<file path="src/rtl/pipe_hazard_ctrl.sv">
// Stall/flush controller for the 5-stage RV32I pipeline: redirects, load-use bubbles, memory backpressure.
// Optional performance counters are built when HAZARD_PERF_CNT_EN is defined.
module pipe_hazard_ctrl #(
    parameter int TIMEOUT_CYC = 255,
    parameter int CNT_W       = 8
) (
    input  logic        clk,
    input  logic        rst,
    input  logic        jump_en_i,
    input  logic [31:0] jump_addr_i,
    input  logic        ex_is_load_i,
    input  logic [4:0]  ex_rd_addr_i,
    input  logic [4:0]  id_rs1_addr_i,
    input  logic [4:0]  id_rs2_addr_i,
    input  logic        id_rs1_used_i,
    input  logic        id_rs2_used_i,
    input  logic        mem_busy_i,
    output logic        jump_en_o,
    output logic [31:0] jump_addr_o,
    output logic        hold_pc_o,
    output logic        hold_if_id_o,
    output logic        hold_id_ex_o,
    output logic        hold_ex_mem_o,
    output logic        flush_if_id_o,
    output logic        flush_id_ex_o,
    output logic        err_timeout_o
`ifdef HAZARD_PERF_CNT_EN
    ,
    output logic [31:0] perf_lu_cnt_o,
    output logic [31:0] perf_flush_cnt_o,
    output logic [31:0] perf_mem_stall_cnt_o
`endif
);

    typedef enum logic [1:0] {RUN, MEM_WAIT, JUMP_PEND} state_t;

    localparam logic [CNT_W-1:0] TIMEOUT_V = CNT_W'(TIMEOUT_CYC);
    localparam logic [CNT_W-1:0] CNT_MAX   = '1;

    state_t             state_reg, state_next;
    logic [31:0]        pend_addr_reg, pend_addr_next;
    logic [CNT_W-1:0]   busy_cnt_reg, busy_cnt_next;
    logic               err_reg, err_next;
    logic               lu;

    assign lu = ex_is_load_i && (ex_rd_addr_i != 5'd0) &&
                ((id_rs1_used_i && (id_rs1_addr_i == ex_rd_addr_i)) ||
                 (id_rs2_used_i && (id_rs2_addr_i == ex_rd_addr_i)));

    always_comb begin
        state_next     = state_reg;
        pend_addr_next = pend_addr_reg;
        jump_en_o      = 1'b0;
        jump_addr_o    = (state_reg == JUMP_PEND) ? pend_addr_reg : jump_addr_i;
        hold_pc_o      = 1'b0;
        hold_if_id_o   = 1'b0;
        hold_id_ex_o   = 1'b0;
        hold_ex_mem_o  = 1'b0;
        flush_if_id_o  = 1'b0;
        flush_id_ex_o  = 1'b0;
        err_timeout_o  = err_reg;

        if (mem_busy_i) begin
            hold_pc_o     = 1'b1;
            hold_if_id_o  = 1'b1;
            hold_id_ex_o  = 1'b1;
            hold_ex_mem_o = 1'b1;
        end

        case (state_reg)
            JUMP_PEND: begin
                // The held EX instruction already produced this redirect; new jump_en_i is stale.
                if (!mem_busy_i) begin
                    jump_en_o     = 1'b1;
                    flush_if_id_o = 1'b1;
                    flush_id_ex_o = 1'b1;
                    state_next    = RUN;
                end
            end
            default: begin
                // RUN and MEM_WAIT share one decode: a busy release resumes with no added latency.
                if (mem_busy_i) begin
                    if (jump_en_i) begin
                        pend_addr_next = jump_addr_i;
                        state_next     = JUMP_PEND;
                    end else begin
                        state_next     = MEM_WAIT;
                    end
                end else begin
                    state_next = RUN;
                    if (jump_en_i) begin
                        jump_en_o     = 1'b1;
                        flush_if_id_o = 1'b1;
                        flush_id_ex_o = 1'b1;
                    end else if (lu) begin
                        hold_pc_o     = 1'b1;
                        hold_if_id_o  = 1'b1;
                        flush_id_ex_o = 1'b1;
                    end
                end
            end
        endcase

        if (!rst) begin
            jump_en_o     = 1'b0;
            jump_addr_o   = 32'd0;
            hold_pc_o     = 1'b0;
            hold_if_id_o  = 1'b0;
            hold_id_ex_o  = 1'b0;
            hold_ex_mem_o = 1'b0;
            flush_if_id_o = 1'b0;
            flush_id_ex_o = 1'b0;
            err_timeout_o = 1'b0;
        end
    end

    always_comb begin
        busy_cnt_next = '0;
        if (mem_busy_i) begin
            busy_cnt_next = (busy_cnt_reg == CNT_MAX) ? CNT_MAX : busy_cnt_reg + 1'b1;
        end
        err_next = err_reg || (mem_busy_i && (busy_cnt_next >= TIMEOUT_V));
    end

    always_ff @(posedge clk) begin
        if (!rst) begin
            state_reg     <= RUN;
            pend_addr_reg <= 32'd0;
            busy_cnt_reg  <= '0;
            err_reg       <= 1'b0;
        end else begin
            state_reg     <= state_next;
            pend_addr_reg <= pend_addr_next;
            busy_cnt_reg  <= busy_cnt_next;
            err_reg       <= err_next;
        end
    end

`ifdef HAZARD_PERF_CNT_EN
    // A load-use bubble is the only decode that flushes ID/EX without flushing IF/ID.
    logic lu_bubble;
    assign lu_bubble = flush_id_ex_o && !flush_if_id_o;

    always_ff @(posedge clk) begin
        if (!rst) begin
            perf_lu_cnt_o        <= 32'd0;
            perf_flush_cnt_o     <= 32'd0;
            perf_mem_stall_cnt_o <= 32'd0;
        end else begin
            perf_lu_cnt_o        <= perf_lu_cnt_o + {31'd0, lu_bubble};
            perf_flush_cnt_o     <= perf_flush_cnt_o + {31'd0, jump_en_o};
            perf_mem_stall_cnt_o <= perf_mem_stall_cnt_o + {31'd0, mem_busy_i};
        end
    end
`endif

endmodule

</file>
<file path="config.mk">
export PLATFORM = sky130hd
export DESIGN_NAME = pipe_hazard_ctrl
export DESIGN_NICKNAME = d
export VERILOG_FILES = /design/src/rtl/pipe_hazard_ctrl.sv
export SDC_FILE = /design/constraint.sdc
export NUM_CORES = 1
export LEC_CHECK = 0
export CORE_MARGIN = 1
export CORE_UTILIZATION = 45
export CTS_CLUSTER_SIZE = 28
export DETAILED_ROUTE_END_ITERATION = 10
export GPL_TIMING_DRIVEN = 0
export PLACE_DENSITY = 0.82
export RECOVER_POWER = 50
export SLEW_MARGIN = 0
export SYNTH_ARGS = -nofsm -noshare
export SYNTH_HDL_FRONTEND = slang
export SYNTH_SLANG_ARGS = --single-unit
</file>
<file path="constraint.sdc">
create_clock -name clk -period 2.7 [get_ports clk]
set_input_delay 0.675 -clock clk [delete_from_list [all_inputs] [get_ports clk]]
set_output_delay 0.675 -clock clk [all_outputs]
set_load 0.02 [all_outputs]
</file>
* Yosys cells after proc, flatten, opt, wreduce, memory -nomap -nowiden
Index checks and enable logic that the tools add are counted.
** Cells by class
- Add/subtract/negate cells :: 1
- Mux-type cells :: 26
- Equal/unequal tests :: 5
- Reductions and logical operators :: 9
- Bitwise gates (word level) :: 1
- Magnitude comparators :: 1
** Operators with widths (count)
- 32-bit 2-to-1 mux :: 2
- 1-bit 2-to-1 mux :: 18
- 8-bit 2-to-1 mux :: 2
- 5-bit == test :: 2
- 8-bit by 1-bit adder with 8-bit output, second input constant :: 1
- 8-bit == test, second input constant :: 1
- 8-bit greater-or-equal comparator, second input constant :: 1
- 2-bit 2-to-1 mux :: 4
- 1-bit logical AND :: 5
- 5-bit nonzero test :: 1
- 3-bit AND reduction :: 1
- 2-bit == test, second input constant :: 1
- 1-bit logical OR :: 2
- 2-bit != test, second input constant :: 1
- 1-bit NOT :: 1
** Storage, ports and cells
- Register bits :: 43
- Input bits :: 54
- Output and inout port bits :: 40
- Logic and storage cells :: 47

* Longest topological paths before layout
- Word-level depth :: 9
- Gate-level depth with buffers :: 7
- Gate-level depth less buffers :: 5

* Worst setup path after synthesis
No wires, ideal clock.
- Path kind :: input port to output port
- From :: input ex_rd_addr_i[3]
- To :: output hold_pc_o
- Arrival time :: 1823 ps
- Required time :: 2025 ps
- Setup slack :: 202 ps
- Path buffers :: 1
- Stages :: 5
- Cells stage by stage :: xor2_1 nor4_1 a32oi_1 o21ai_1 buf_4
** Between the ends
- Cells in the longest elaborated chain, start to end :: 9
- Elaborated cells on any way between the ends :: 13
- Classes of those cells :: eq/ne: 2; mux: 5; reduce/logical: 6
** Ends and longest elaborated chain
- start, declared :: RTL line 12 : input logic [4:0] ex_rd_addr_i,
- 5-bit == test, on equally long branches :: RTL line 47, 48
- 1-bit logical AND, on equally long branches :: RTL line 47, 48
- 1-bit logical OR :: RTL line 47 : ((id_rs1_used_i && (id_rs1_addr_i == ex_rd_addr_i)) ||
- 1-bit logical AND (*) :: RTL line 46 : assign lu = ex_is_load_i && (ex_rd_addr_i != 5'd0) &&
- 1-bit 2-to-1 mux (*) (5 in a row)
- end, declared :: RTL line 20 : output logic hold_pc_o,
Mark *: on every way between the ends. The rest lies on a longest branch, timed or not.

* Worst setup path in the final report
- From :: input ex_rd_addr_i[1]
- To :: output hold_pc_o
** Between the ends
- Cells in the longest elaborated chain, start to end :: 9
- Elaborated cells on any way between the ends :: 13
- Classes of those cells :: eq/ne: 2; mux: 5; reduce/logical: 6
** Ends and longest elaborated chain
- 5-bit == test, on equally long branches :: RTL line 47, 48
- 1-bit logical AND, on equally long branches :: RTL line 47, 48
- 1-bit logical OR :: RTL line 47
- 1-bit logical AND (*) :: RTL line 46
- 1-bit 2-to-1 mux (*) :: RTL line 95 : end else if (lu) begin
- 1-bit 2-to-1 mux (*) :: RTL line 91 : if (jump_en_i) begin
- 1-bit 2-to-1 mux (*) :: RTL line 82 : if (mem_busy_i) begin
- 1-bit 2-to-1 mux (*) :: RTL line 70 : case (state_reg)
- 1-bit 2-to-1 mux (*) :: RTL line 104 : if (!rst) begin
Marked as above.

==> results.md <==
- Hold Path End: pend_addr_reg[31]$_SDFFE_PN0P_
- Vias in the first global route: 2358
- Antenna diode count: 0
- Hold_sp: pend_addr_reg[31]$_SDFFE_PN0P_
- Die area: 5700 um2
- Placed cells: 489
- Worst-Margin Slew: 0.457 ns
- Global route total overflow: 0
- Hold depth: 2
- Post-layout instance count excluding filler cells: 496
- DR iter-0 viols: 149
- Synth warn: 0
- I/O pin count: 94
- H-tree Lvls: 2
- Seq/Total Area, Yosys: 0.354
- Post-synthesis cell type count: 39
- Vias: 2513
- Largest net degree at the start of global routing: 14
- First-pass GRT wire length: 10300 um
- Critical Path Sink Type: primary output
- Failing checks: negative setup slack
- RePlAce Congestion: 0.790
- Period utilisation layout: 1.01
- Area Overhead vs Synth: 42.7%
- Reg area: 861 um2
- Synth Instances: 326
- Syn nets: 381
- Synth Flop Type: dfxtp_1
- Reg2Reg Launch Point: state_reg[0]$_SDFFE_PN0P_
- Slew HR: 0.695
- Post-synth EDFFs: 0
- R2R depth: 7
- Reg2reg end: pend_addr_reg[21]$_SDFFE_PN0P_
- CP Data Required Time: 2.03 ns
- Num rows: 26
- CP Max Fanout: 3
- Post-layout minimum cycle time: 2.72 ns
- Arrival @ worst endpoint: 2.04 ns
- Final WS setup: -0.0164 ns
- Die Wd: 75.5 um
- Setup TNS: -0.0164 ns
- CORE AREA: 5140 um2
- Crit path max-delay family: buffers and inverters
- Number of flip-flops in the largest register: 32
- Clk sinks: 43
- Status: complete, but fails checks
- CTS tree: built
- Syn avg cell area: 7.46 um2
- Total CTS buffers: 5
- Die H: 75.5 um
- Post-synthesis register bit count: 43
- Top Metal Used: met4
- Clk buf depth: 2
- Pwr dens: 406 nW/um2
- Area taken by multi-input logic gates: 1430 um2
- Initial antenna violation count: 0
- Reg2reg setup slack: 1.06 ns
- CP cell instances: dlygate4sd2_1, xor2_1, nor4_1, a32oi_1, o21ai_2, buf_4, buf_6
- Antenna-violating nets left: 0
- CP max-delay cell: nor4_1
- RSZ-0062 raised after global routing: true
- Filler cells: 492
- Clock latency on the worst-skew pair: 0.30 ns
- Routed WL: 6410 um
- GRT Resource Usage Total: 0.236
- Met2 WL: 3160 um
- Final Skew: 0.00692 ns
- Leakage Power: 1.47 nW
- Nets: 480
- Vias per cell: 5.07
- Mapped cell area: 2430 um2
- Setup violators final: 1
- Port Buffer Count: 93
- Final Power: 1.41 mW
- Metal3 WL: 376 um
- Hold Path Class: reg2reg
- Wire per inst: 12.9 um
- Final hold viol count: 0
- Async SR Flop Fraction: 0
- DP HPWL: 4700 um
- Crit Path Category: in2out
- VDD IR max: 0.269 mV
- Clock transition at path regs: 0.08 ns
- CTS root buffer: clkbuf_8
- Pre-Repair DR Iteration Count: 4
- Worst Path Buf+Inv: 3
- Slew Viols, Final: 0
- Initial Utilization: 0.473
- # Post-CTS Setup Buffers: 0
- Crit path launch type: input port
- CP max stage delay: 0.29 ns
- Max-cap violations: 0
- Share of layout cells above drive strength 1: 0.115
- DRC: 0
- M1 WL: 2800 um
- Max Clock Freq: 0.368 GHz
-- tightest hold or removal path, delay by kind of cell (launching register included) --
| kind | cells | cell delay [ns] |
|---|---|---|
| AND/OR/NAND/NOR | 1 | 0.05 |
| flip-flops | 1 | 0.32 |
| AO/OA/AOI/OAI | 1 | 0.05 |
-- report_power, final --
part	switching (mW)	internal (mW)	leakage [nW]
clock	0.228	0.177	0.0477
combinational	0.171	0.160	1.07
sequential	0.0127	0.658	0.351
total	0.412	0.996	1.47
-- per-layer routing --
layer	vias up	GRT usage
met5	-	0
met4	0	0.0741
met3	9	0.0516
met2	80	0.424
met1	1156	0.281
li1	1268	-
-- layout make-up --
type | instances | area share
multi-input cells | 254 | 0.413
clock buffers | 5 | 0.0198
plain buffers | 25 | 0.0382
well taps | 70 | 0.0253
repair buffers | 93 | 0.247
flip-flops and latches | 43 | 0.248
inverters | 3 | 0.00325
clock inverters | 3 | 0.00433
-- placed cells by master, fill, tap and decap left out, types with 3 or more instances in the layout --
cell,synthesis,routed
nand2_1,131,130
a21boi_0,34,57
dfxtp_1,43,43
clkdlybuf4s50_1,0,41
dlygate4sd2_1,0,35
buf_2,11,11
xor2_1,10,10
clkbuf_2,0,9
a21oi_1,8,8
a21boi_1,30,7
buf_4,4,6
clkbuf_1,7,6
clkbuf_8,0,5
nand3_1,4,4
clkdlybuf4s15_2,0,4
nor2b_1,3,3
inv_1,3,3
nor2_1,4,3
clkinv_2,0,3
clkdlybuf4s15_1,0,3
-- cell usage after synthesis, drive strengths merged, types with 3 or more instances --
library cell	count	area (um2)
a21boi	64	480
buf	19	130
xor2	10	87.6
a21oi	8	40.0
nor2	4	15.0
nand3	5	30.0
clkbuf	7	26.3
nor2b	3	18.8
nand2	131	492
dfxtp	43	861
inv	3	11.3
and2	3	18.8
-- logic make-up after synthesis --
| kind of cell | after synthesis | synth area share |
|---|---|---|
| buf+inv | 29 | 0.0690 |
| fa+ha+maj | 1 | 0.00515 |
| mux | 1 | 0.00463 |
| simple gates | 160 | 0.284 |
| flops | 43 | 0.354 |
| compound gates | 80 | 0.240 |
| xor+xnor | 12 | 0.0432 |
-- repair_timing --
item | CTS | global route
cloned | 0 | 0
hold buffers | 0 | 0
pin swaps | 4 | 4
gates resized for setup | 91 | 16
endpoints found under the setup margin | 40 | 25
-- how the worst max path moves through the flow --
stage | from | end | slack [ns] | cells past startpoint
2_1_floorplan | ex_rd_addr_i[3] | hold_pc_o | 0.20 | 5
3_3_place_gp | ex_rd_addr_i[3] | hold_pc_o | -0.79 | 7
3_5_place_dp | ex_rd_addr_i[3] | hold_pc_o | -0.80 | 7
4_1_cts | ex_rd_addr_i[1] | hold_pc_o | -0.06 | 6
5_1_grt | ex_rd_addr_i[1] | hold_pc_o | -0.07 | 7
6_report | ex_rd_addr_i[1] | hold_pc_o | -0.02 | 7
-- stage by stage --
step	setup slack [ns]	hold slack (ns)	cell area, um2	util
2_1_floorplan	0.202	0.435	2430	-
3_3_place_gp	-0.791	0.441	3450	0.671
3_5_place_dp	-0.798	0.446	3450	0.671
4_1_cts	-0.0601	0.458	3520	0.684
5_1_grt	-0.0717	0.477	3470	0.675
6_report	-0.0164	0.460	3470	0.675
(Power assumes the default switching activity.)
